<file path="config.mk">
export PLATFORM = sky130hd
export DESIGN_NAME = uart_rx_packet_parser
export DESIGN_NICKNAME = d
export VERILOG_FILES = /design/src/rtl/uart_pkt_pkg.sv /design/src/rtl/uart_pkt_timeout.sv /design/src/rtl/uart_rx_packet_parser.sv
export SDC_FILE = /design/constraint.sdc
export NUM_CORES = 1
export LEC_CHECK = 0
export ABC_AREA = 1
export CORE_ASPECT_RATIO = 1.5
export CORE_MARGIN = 4
export CORE_UTILIZATION = 43
export CTS_CLUSTER_DIAMETER = 200
export CTS_CLUSTER_SIZE = 30
export DETAILED_ROUTE_END_ITERATION = 16
export DONT_BUFFER_PORTS = 1
export SYNTH_ARGS = -nofsm -noshare
export SYNTH_HDL_FRONTEND = slang
export SYNTH_SLANG_ARGS = --single-unit
export TNS_END_PERCENT = 50
</file>
<file path="constraint.sdc">
create_clock -name Clock -period 2 [get_ports Clock]
set_input_delay 0.1 -clock Clock [delete_from_list [all_inputs] [get_ports Clock]]
set_output_delay 0.1 -clock Clock [all_outputs]
set_load 0.1 [all_outputs]
</file>
<file path="src/rtl/uart_pkt_pkg.sv">
// Shared state and error encodings for the UART packet parser.
package uart_pkt_pkg;

  typedef enum logic [2:0] {
    IDLE    = 3'd0,
    LEN     = 3'd1,
    PAYLOAD = 3'd2,
    CHECK   = 3'd3,
    READY   = 3'd4
  } state_e;

  typedef enum logic [2:0] {
    NONE    = 3'd0,
    BADLEN  = 3'd1,
    CHKSUM  = 3'd2,
    TIMEOUT = 3'd3,
    OVERRUN = 3'd4
  } err_e;

  function automatic logic len_ok(input logic [7:0] b, input logic [7:0] max_len);
    return (b != 8'd0) && (b <= max_len);
  endfunction

endpackage

</file>
<file path="src/rtl/uart_pkt_timeout.sv">
// Inter-byte idle counter: Expired pulses while enabled once TICKS-1 idle cycles elapse.
module uart_pkt_timeout #(
  parameter int TICKS = 1720
) (
  input  logic Clock,
  input  logic Reset,
  input  logic Enable,
  input  logic Clear,
  output logic Expired
);

  localparam int CW = (TICKS > 1) ? $clog2(TICKS) : 1;
  localparam logic [CW-1:0] LAST = CW'(TICKS - 1);

  logic [CW-1:0] cnt;

  always_ff @(posedge Clock or negedge Reset) begin
    if (!Reset)                       cnt <= '0;
    else if (Clear)                   cnt <= '0;
    else if (Enable && cnt != LAST)   cnt <= cnt + CW'(1);
  end

  // Clear masks expiry so a byte landing on the expiry cycle wins.
  assign Expired = Enable && !Clear && (cnt == LAST);

endmodule

</file>
<file path="src/rtl/uart_rx_packet_parser.sv">
// Frames SYNC/LEN/payload/CHK packets from UART byte strobes into a host-readable buffer.
module uart_rx_packet_parser
  import uart_pkt_pkg::*;
#(
  parameter int         CLOCK_HZ     = 10_000_000,
  parameter int         BAUD         = 115200,
  parameter int         MAX_LEN      = 16,
  parameter logic [7:0] SYNC_BYTE    = 8'hA5,
  parameter int         TIMEOUT_BITS = 20,
  localparam int        TIMEOUT_TICKS = (CLOCK_HZ / BAUD) * TIMEOUT_BITS,
  localparam int        LW = $clog2(MAX_LEN + 1),
  localparam int        AW = $clog2(MAX_LEN)
) (
  input  logic          Clock,
  input  logic          Reset,
  input  logic          ByteDone_i,
  input  logic [7:0]    Byte_i,
  input  logic [AW-1:0] RdAddr_i,
  output logic [7:0]    RdData_o,
  output logic          PacketReady_o,
  output logic [LW-1:0] PacketLen_o,
  input  logic          Ack_i,
  output logic          Error_o,
  output logic [2:0]    ErrorCode_o
);

  localparam logic [7:0] MAX_B = 8'(MAX_LEN);

  state_e        state, state_n;
  logic [LW-1:0] len, len_n, idx, idx_n;
  logic [7:0]    chk, chk_n;
  logic          err, err_n;
  err_e          code, code_n;
  logic          wr_en;
  logic          active, expired;
  logic [7:0]    buffer [MAX_LEN];

  assign active = (state == LEN) || (state == PAYLOAD) || (state == CHECK);

  uart_pkt_timeout #(.TICKS(TIMEOUT_TICKS)) u_timeout (
    .Clock   (Clock),
    .Reset   (Reset),
    .Enable  (active),
    .Clear   (ByteDone_i || !active),
    .Expired (expired)
  );

  always_ff @(posedge Clock or negedge Reset) begin
    if (!Reset) begin
      state <= IDLE;
      len   <= '0;
      idx   <= '0;
      chk   <= '0;
      err   <= 1'b0;
      code  <= NONE;
    end else begin
      state <= state_n;
      len   <= len_n;
      idx   <= idx_n;
      chk   <= chk_n;
      err   <= err_n;
      code  <= code_n;
    end
  end

  always_comb begin
    state_n = state;
    len_n   = len;
    idx_n   = idx;
    chk_n   = chk;
    err_n   = 1'b0;
    code_n  = code;
    wr_en   = 1'b0;
    case (state)
      IDLE: if (ByteDone_i && Byte_i == SYNC_BYTE) state_n = LEN;
      LEN: if (ByteDone_i) begin
        if (len_ok(Byte_i, MAX_B)) begin
          len_n   = Byte_i[LW-1:0];
          chk_n   = Byte_i;
          idx_n   = '0;
          state_n = PAYLOAD;
        end else begin
          err_n   = 1'b1;
          code_n  = BADLEN;
          state_n = IDLE;
        end
      end
      PAYLOAD: if (ByteDone_i) begin
        wr_en = 1'b1;
        chk_n = chk ^ Byte_i;
        idx_n = idx + LW'(1);
        if (idx + LW'(1) == len) state_n = CHECK;
      end
      CHECK: if (ByteDone_i) begin
        if (Byte_i == chk) state_n = READY;
        else begin
          err_n   = 1'b1;
          code_n  = CHKSUM;
          state_n = IDLE;
        end
      end
      READY: begin
        // A byte arriving with the release is treated as the first byte after IDLE.
        if (Ack_i) state_n = (ByteDone_i && Byte_i == SYNC_BYTE) ? LEN : IDLE;
        else if (ByteDone_i) begin
          err_n  = 1'b1;
          code_n = OVERRUN;
        end
      end
      default: state_n = IDLE;
    endcase
    if (expired) begin
      err_n   = 1'b1;
      code_n  = TIMEOUT;
      state_n = IDLE;
    end
  end

  always_ff @(posedge Clock) begin
    if (wr_en) buffer[idx[AW-1:0]] <= Byte_i;
  end

  always_ff @(posedge Clock or negedge Reset) begin
    if (!Reset) RdData_o <= 8'h00;
    else if (state == READY && LW'(RdAddr_i) < len) RdData_o <= buffer[RdAddr_i];
    else RdData_o <= 8'h00;
  end

  assign PacketReady_o = (state == READY);
  assign PacketLen_o   = (state == READY) ? len : '0;
  assign Error_o       = err;
  assign ErrorCode_o   = code;

endmodule

</file>
==> flow_summary.yaml, run 1 <==
drt:
  routed.top_layer: "met4"
  wl_per_cell_um: 19.9
  avgViaCountPerCell: 5.60
  drcViolationCount: 0
  ant_nets: 0
  met3_length_mm: 1.07
  wirelength_met1_mm: 7.19
  firstDrtPassIters: 5
  route.met2.wl_mm: 10.2
  vias: 5464
  drt-total-wl_mm: 19.4
  first_iter_violations: 450
finish:
  final_common_cell: "edfxtp_1"
  layout.nets: 772
  area_growth_syn_to_layout_pct: 19.1
  final_cell_mix: "edfxtp_1 (128), nand2_1 (126), nor2_1 (78), o21ai_0 (75), dfrtp_1 (43)"
  final_cells: 975
  drive_gt1_share_pct: 14.3
setup_path:
  critPathKind: "reg -> out"
  cp_slowest_stage_delay_ps: 380
  slowest_stage: "dfrtp_1"
  cpLargestDelayFamily: "buffers and inverters"
  cp_common_cell: "nor2_4"
  path_cells: "buf_4 -> nor2_4 -> inv_2 -> nor2_4 -> inv_6 -> nor2_4 -> buf_12"
  crit_start: "state[1]"
  critPathBufInv: 4
  cp-start-kind: "register"
  worst-endpoint-arrival_ps: 1810
  end_kind: "primary output"
  crit_required_ps: 1900
  rr_startpoint: "len[2]"
  worst-path-max-fanout: 6
outcome:
  status: "finished, final reports clean"
sta:
  relSlewSlack_pct: 37.7
  drv_slew: 0
  rsz0062_at_grt: "no"
  finalHoldViolations: 0
  period_share_pct: 95.6
  final.min_clock_period_ps: 1910
  setup-violations-final: 0
  worstMarginPinSlew_ps: 932
  max_freq_mhz: 523
  skew_ps: 11.1
  setup_slack_ps: 88.4
min_path:
  hold_class: "in -> reg"
  worstHoldStart: "RdAddr_i[1]"
placement:
  place_congestion: 0.855
  place_inst: 922
  pre_cts_ws_ps: 173
  hpwl_mm: 12.1
  portBuffers: 0
synth:
  synth_edf_count: 128
  syn-instance-count: 694
  synthDistinctLibCells: 37
  ys_seq_area_share_pct: 65.8
  synth_area_leader_cell: "edfxtp_1"
  netlist_area_mm2: 0.00752
  synth-async-reset-ratio_pct: 25.6
  syn_avg_cell_area_um2: 10.8
  synth_warnings: 0
  ys.flop_type: "edfxtp_1"
  syn_nets: 718
  ys_top_cells_by_area: "edfxtp_1 (51%), dfrtp_1 (15%), nand2_1 (6.3%)"
  ys_ff_latch: 172
  synth_top_area_share_pct: 51.1
clocking:
  htree_levels: 4
  clk_root_buffer_cell: "clkbuf_16"
  cts.reportedPaths.clkPinSlew_ps: 70
  tritoncts: "done"
  clk_latency_ps: 440
  cts_buffers: 17
  ctsLongestPathBuffers: 2
  clkSinkCount: 172
global_routing:
  grtUsageTotal_pct: 20.5
  grt_pass1_wl_mm: 30.0
  grt_remaining_overflow: 0
  grt_pass1_vias: 5456
  grt_max_degree: 67
  antenna_found_initial: 2
pwr:
  switching_share_pct: 31.6
  combPwrFrac_pct: 21.4
  clkPwrFrac_pct: 34.6
  netSwitchingPower_mw: 3.16
  powerDensity_mw_per_mm2: 1120
  p_int_mw: 6.84
  leakage_nw: 3.43
  vdd_drop_max_v: 0.000787
  p_seq_share_pct: 44.0
flow_run:
  maxCapViolations: 0
floorplanning:
  floorplan.initialDensity_pct: 43.5
  die_h_um: 170
  die_w_um: 116
  num_io_pins: 34
  rows: 59
  core_mm2: 0.0173
  dieArea_mm2: 0.0197
-- power by group through the flow --
stage	combinational, mW	sequential (mW)	clock (mW)
after global placement	1.98	4.45	0
after CTS	2.15	4.40	3.51
after floorplan	1.38	4.61	0
final	2.14	4.40	3.46
after detailed placement	2.02	4.47	0
after global routing	2.38	4.43	3.66
-- worst min-delay path: cells and delay by family --
family / cells / cell delay [ps]
AO/OA/AOI/OAI: 3 / 240
AND/OR/NAND/NOR: 1 / 80
-- through the flow --
| step | hold WS, ps | TNS [ps] | util, % | total power, mW | instance area, um^2 |
|---|---|---|---|---|---|
| after global placement | -194 | 0 | 46.9 | 6.43 | 8110 |
| after CTS | 0.740 | 0 | 51.8 | 10.1 | 8940 |
| after floorplan | -196 | -3960 | - | 5.99 | 7570 |
| final | 26.0 | 0 | 51.8 | 10.0 | 8950 |
| after global routing | 21.7 | 0 | 51.8 | 10.5 | 8950 |
| after detailed placement | -194 | 0 | 46.9 | 6.49 | 8110 |
-- sequential cells by signal, indices dropped and copies added, names as in the netlist --
name           cells
RdData_o           8
chk                8
Error_o            1
ErrorCode_o        3
buffer           128
u_timeout.cnt     11
state              3
idx                5
len                5
-- cells in the mapped netlist, types with 2 or more instances --
cell      count
o21ai_0      75
xor2_1        7
dfrtp_1      44
inv_2        10
nor3_4        3
nand3_1      24
o221ai_1      8
nor3_1       13
nor2_4        6
edfxtp_1    128
a21oi_1      30
xnor2_1       2
nand4_1       6
o22ai_1      22
a221oi_1      6
nand2_1     126
nor2_2        2
nand2_2       2
buf_2         8
inv_1        38
nor2_1       84
clkbuf_1     17
o21ai_1      11
ha_1          8
a31oi_1       2
-- final cells by class --
class,count,area (um^2)
clock buffer,18,439
sequential,172,4950
timing repair buffer,62,608
clock inverter,14,184
multi-input combinational,447,2320
tap,213,267
inverter,48,185
antenna,1,2.50
fill,1540,8320
-- worst paths after layout --
kind	to	slack (ps)	cells past startpoint
worst max-delay path	PacketLen_o[1]	90	7
worst min-delay path	RdData_o[6]	30	4
worst max register to register	RdData_o[3]	160	9
worst min register to register	u_timeout.cnt[0]	500	1
max in group asynchronous	chk[2]	1570	2
min in group asynchronous	len[0]	200	2
-- routing by layer --
layer,global-route usage [%],vias up
li1,-,2544
met1,22.6,2673
met2,35.7,190
met3,4.91,57
met4,11.8,0
met5,0,-
-- cells by family (layout without fill, tap and decap cells) --
family	count (synthesis)	after routing	share of synthesized area, %
buffers and inverters	75	142	3.98
flip-flops	172	172	65.8
AND/OR/NAND/NOR	271	271	16.0
AO/OA/AOI/OAI	159	159	11.9
XOR/XNOR	9	9	1.05
adder cells (fa/ha/maj)	8	8	1.33
other	0	1	0
-- repair_timing --
item                                   CTS  global route
gates resized for setup                  0             1
hold buffers                            19             0
buffers inserted                         0             1
setup endpoints to repair                0             8
endpoints found under the hold margin  202             0
No activity file was read; power rests on OpenSTA's default activity.
==> run 2, diff against run 1 <==
- ABC_AREA: 1 -> not set
- RECOVER_POWER: not set -> 50
- TNS_END_PERCENT: 50 -> 5
==> run 2 against run 1 <==
Net effect:
- largest cell class unchanged
- final cell count decreased by 24%
- design area down 2.9%
- sequential share of layout area rose by 1.7 points
- fmax shrank 1.9%
- combinational power decreased by 12%
- total power is 1.3% lower
==> flow_summary.yaml, run 2 <==
sta:
  final.min_clock_period_ps: 1950
  period_share_pct: 97.4
  holdWs_ps: 21.5
  worstMarginPinSlew_ps: 1210
  setup-violations-final: 0
  max_freq_mhz: 513
  rsz0062_at_grt: "yes"
  skew_ps: 12.1
  drv_slew: 0
  relSlewSlack_pct: 19.5
  finalHoldViolations: 0
finish:
  final_cell_mix: "edfxtp_1 (128), dfrtp_1 (42), buf_4 (36), mux4_2 (32), nor2_1 (27)"
  area_growth_syn_to_layout_pct: 18.9
  antennaDiodeCount: 0
  drive_gt1_share_pct: 27.1
  largest_reg_flops: 128
  final_cells: 738
  fin_area_mm2: 0.00869
  layout.nets: 539
  final_common_cell: "edfxtp_1"
placement:
  place_congestion: 0.805
  hpwl_mm: 10.1
  portBuffers: 0
  place_area_mm2: 0.00792
  place_inst: 693
synth:
  synth_top_area_share_pct: 52.6
  ys_top_cells_by_area: "edfxtp_1 (53%), dfrtp_1 (15%), mux4_2 (9.9%)"
  synth_edf_count: 128
  ys_ff_latch: 172
  synth_warnings: 0
  syn-instance-count: 459
  netlist_area_mm2: 0.00731
  yosysMostFrequentCell: "edfxtp_1"
  syn_avg_cell_area_um2: 15.9
  synth_area_leader_cell: "edfxtp_1"
  synth-async-reset-ratio_pct: 25.6
  syn_nets: 483
  synthTopCellsByCount: "edfxtp_1 (128), dfrtp_1 (44), mux4_2 (32)"
  ys.flop_type: "edfxtp_1"
  ys_seq_area_share_pct: 67.6
  synthDistinctLibCells: 54
pwr:
  vdd_drop_max_v: 0.000812
  combPwrFrac_pct: 19.2
  switching_share_pct: 27.7
  p_int_mw: 7.14
  powerDensity_mw_per_mm2: 1140
  clkPwrFrac_pct: 35.8
  netSwitchingPower_mw: 2.73
  leakage_nw: 3.12
  p_seq_share_pct: 45.1
  power_mw: 9.87
clocking:
  clk_latency_ps: 430
  clkSinkCount: 172
  clk_root_buffer_cell: "clkbuf_16"
  cts.reportedPaths.clkPinSlew_ps: 60
  tritoncts: "done"
  cts_buffers: 17
  htree_levels: 4
  ctsLongestPathBuffers: 2
setup_path:
  worst-endpoint-arrival_ps: 1850
  end_kind: "primary output"
  rrSetupSlack_ps: 110
  cp-start-kind: "register"
  crit_required_ps: 1900
  critPathKind: "reg -> out"
  crit_start: "state[1]"
  worst-path-max-fanout: 16
  rr_startpoint: "u_timeout.cnt[0]"
drt:
  firstDrtPassIters: 4
  drt-total-wl_mm: 15.9
  wl_per_cell_um: 21.6
  vias: 4099
  drcViolationCount: 0
  first_iter_violations: 219
  avgViaCountPerCell: 5.55
  ant_nets: 0
floorplanning:
  num_io_pins: 34
  floorplan.initialDensity_pct: 43.6
  core_mm2: 0.0168
  die_h_um: 168
  die_w_um: 114
  rows: 58
  dieArea_mm2: 0.0192
global_routing:
  grt_pass1_vias: 4304
  antenna_found_initial: 0
  grtUsageTotal_pct: 17.7
  grt_max_degree: 45
  grt_pass1_wl_mm: 25.0
  grt_remaining_overflow: 0
min_path:
  worstHoldStart: "ByteDone_i"
  hold_class: "in -> reg"
outcome:
  status: "finished, final reports clean"
flow_run:
  maxCapViolations: 0
run 2: final timing paths:
kind | endpoint | cells past startpoint
max | PacketLen_o[0] | 4
max reg2reg | ErrorCode_o[0] | 6
min | chk[3] | 2
max in group asynchronous | state[1] | 2
min in group asynchronous | u_timeout.cnt[10] | 2
min reg2reg | chk[5] | 1
run 2: power by group through the flow:
stage / combinational (mW) / sequential, mW / clock, mW
floorplan: 1.29 / 4.59 / 0
global placement: 1.76 / 4.50 / 0
detailed placement: 1.79 / 4.52 / 0
CTS: 1.90 / 4.45 / 3.59
global route: 2.07 / 4.49 / 3.75
finish: 1.89 / 4.45 / 3.53
run 2: cells by family after synthesis:
group | Yosys count | synth area share [%]
simple gates | 113 | 7.92
flops | 172 | 67.6
mux | 40 | 11.1
xor+xnor | 25 | 2.99
fa+ha+maj | 8 | 1.37
buf+inv | 34 | 2.26
compound gates | 67 | 6.76
run 2: per-stage QoR:
stage	setup TNS (ps)	util (%)	worst slack (ps)
floorplan	-13540	-	-193
global placement	0	47.3	141
detailed placement	0	47.3	83.8
CTS	0	52.0	8.25
global route	-17.1	51.9	-10.9
finish	0	51.9	51.4
run 2: area by class of cell:
| type | count | area [um^2] |
|---|---|---|
| sequential | 172 | 4950 |
| fill | 1342 | 8070 |
| clock buffer | 20 | 457 |
| tap | 210 | 263 |
| timing repair buffer | 61 | 526 |
| clock inverter | 12 | 185 |
| inverter | 10 | 41.3 |
| multi-input combinational | 253 | 2270 |
run 2: routing by layer:
metal	global-route usage (%)	vias to the layer above	routed length (um)
met3	3.80	23	561
met4	7.24	0	387
li1	-	1891	-
met5	0	-	0
met1	21.7	2095	6480
met2	30.1	90	8500
run 2: repair_timing:
action	4_1_cts	5_1_grt
setup buffers	0	2
gates cloned	0	0
hold buffers	12	0
endpoints found under the setup margin	5	3
gates resized for setup	6	3
endpoints found under the hold margin	187	0
pin swaps	1	1
run 2: critical path, stage by stage (launching register included):
cell,delay [ps]
dfrtp_2,450
or3b_4,530
clkinvlp_4,130
and2_4,150
buf_12,160
==> run 3, diff against run 2 <==
==> constraint.sdc (replaced) <==
create_clock -name Clock -period 2 [get_ports Clock]
set_input_delay 0.1 -clock Clock [delete_from_list [all_inputs] [get_ports Clock]]
set_output_delay 0.1 -clock Clock [all_outputs]
set_load 0.01 [all_outputs]
==> run 3 against run 2 <==
Net effect:
- clock-buffer cell count is 1 lower
- largest cell class unchanged
- critical endpoint is now buffer[2][2]
- fmax rose by 3.5%
- routed wire length increased by 2.4%
- flip-flop and latch count unchanged
==> flow_summary.yaml, run 3 (synthesized netlist as in run 2, its figures left out) <==
clocking:
  clk_root_buffer_cell: "clkbuf_16"
  tritoncts: "done"
  cts_setup_buffers: 0
  htree_levels: 4
  cts.reportedPaths.clkPinSlew_ps: 70
  clkSinkCount: 172
  cts_buffers: 17
  ctsLongestPathBuffers: 2
  clk_latency_ps: 430
finish:
  multi_input_comb_area_mm2: 0.00231
  fill_cells: 1363
  final_cell_mix: "edfxtp_1 (128), dfrtp_1 (44), mux4_2 (32), buf_4 (31), nand2_1 (26)"
  layout.nets: 522
  antennaDiodeCount: 0
  fin_util_pct: 50.8
  regArea_mm2: 0.00494
  area_growth_syn_to_layout_pct: 16.5
  drive_gt1_share_pct: 26.2
  largest_reg_flops: 128
  final_common_cell: "edfxtp_1"
drt:
  ant_nets: 0
  firstDrtPassIters: 4
  drt-total-wl_mm: 16.3
  vias: 4088
  first_iter_violations: 261
  drcViolationCount: 0
  wl_per_cell_um: 22.6
  avgViaCountPerCell: 5.67
floorplanning:
  rows: 58
  floorplan.initialDensity_pct: 43.6
  die_w_um: 114
  dieArea_mm2: 0.0192
  core_mm2: 0.0168
  num_io_pins: 34
  die_h_um: 168
min_path:
  min_to: "ErrorCode_o[2]"
  worstHoldStart: "Ack_i"
  min_path_cells: 3
  hold_class: "in -> reg"
pwr:
  p_seq_share_pct: 46.8
  switching_share_pct: 27.7
  p_int_mw: 6.88
  clkPwrFrac_pct: 34.9
  leakage_nw: 3.02
  netSwitchingPower_mw: 2.64
  power_mw: 9.51
  powerDensity_mw_per_mm2: 1120
  combPwrFrac_pct: 18.2
  vdd_drop_max_v: 0.000564
global_routing:
  grt_pass1_wl_mm: 25.7
  grt_pass1_vias: 4377
  grt_remaining_overflow: 0
  grt_max_degree: 45
  grtUsageTotal_pct: 18.2
  antenna_found_initial: 1
setup_path:
  end_kind: "register"
  rr_worst_depth: 5
  cp-start-kind: "register"
  worst-endpoint-arrival_ps: 2020
  rr_startpoint: "state[1]"
  critPathKind: "reg -> reg"
  crit_required_ps: 2130
  worst-path-max-fanout: 8
  reg2reg_to: "buffer[2][2]"
  rrSetupSlack_ps: 120
sta:
  setup-violations-final: 0
  worstMarginPinSlew_ps: 1180
  relSlewSlack_pct: 21.6
  drv_slew: 0
  setup_slack_ps: 118
  period_share_pct: 94.1
  finalHoldViolations: 0
  skew_ps: 12.6
  max_freq_mhz: 531
  final.min_clock_period_ps: 1880
  rsz0062_at_grt: "no"
placement:
  pre_cts_ws_ps: -125
  place_congestion: 0.787
  hpwl_mm: 10.3
  portBuffers: 0
outcome:
  status: "finished, final reports clean"
flow_run:
  maxCapViolations: 0
==> run 3: cell types whose count changed in the layout (fill, tap and decap cells not counted), sizes merged <==
| cell | delta |
|---|---|
| bufinv | -2 |
| clkinvlp | -3 |
| buf | -9 |
| clkbuf | -9 |
| inv | +6 |
==> run 3: critical path: stages, from the launching register on <==
cell and delay (ps):
dfrtp_1 480, nor3b_4 240, and2_2 270, nand2_1 230
nor3_4 180, buf_4 190
==> run 3: how the worst max path moves through the flow <==
| stage | start | end | slack, ps | cells past startpoint |
|---|---|---|---|---|
| 2_1_floorplan | state[0] | buffer[4][0] | -50 | 7 |
| 6_report | state[1] | buffer[2][2] | 120 | 5 |
| 4_1_cts | state[1] | buffer[2][2] | 4 | 5 |
| 5_1_grt | chk[6] | ErrorCode_o[0] | 20 | 6 |
| 3_5_place_dp | state[1] | buffer[0][5] | -120 | 5 |
| 3_3_place_gp | state[1] | buffer[2][6] | -30 | 5 |
==> run 3: metrics by stage <==
stage | TNS, ps | cells | cell area [um^2] | hold slack [ps]
floorplan | -3590 | 459 | 7410 | -196
global placement | -413 | 677 | 7790 | -194
detailed placement | -8260 | 677 | 7790 | -194
CTS | 0 | 721 | 8530 | 6.98
global route | 0 | 721 | 8520 | 31.5
finish | 0 | 721 | 8520 | 28.0
==> run 3: routing by layer <==
layer	track usage (%)	up-vias	wire, um
met1	22.1	2105	6490
li1	-	1858	-
met4	8.37	0	493
met3	3.98	28	629
met5	0	-	0
met2	30.7	97	8700
==> run 3: cell type report <==
type / instances / share of cell area (%)
timing repair buffer: 44 / 4.32
multi-input combinational: 253 / 27.1
inverter: 10 / 0.441
tap: 210 / 3.08
sequential: 172 / 58.0
clock buffer: 19 / 5.20
clock inverter: 13 / 1.81
==> run 3: repair_timing <==
| item | 4_1_cts | 5_1_grt |
|---|---|---|
| endpoints found under the hold margin | 187 | 0 |
| gates resized for setup | 2 | 5 |
| setup endpoints to repair | 97 | 101 |
| pin swaps | 0 | 0 |
| hold buffers | 12 | 0 |
| gates cloned | 0 | 0 |
==> run 3: power groups by stage <==
stage                     registers (mW)  clock network, mW  logic (mW)
after floorplan                     4.41                  0        1.33
after global placement              4.51                  0        1.62
after detailed placement            4.53                  0        1.64
after CTS                           4.46               3.38        1.75
after global routing                4.50               3.54        1.93
final                               4.46               3.32        1.74
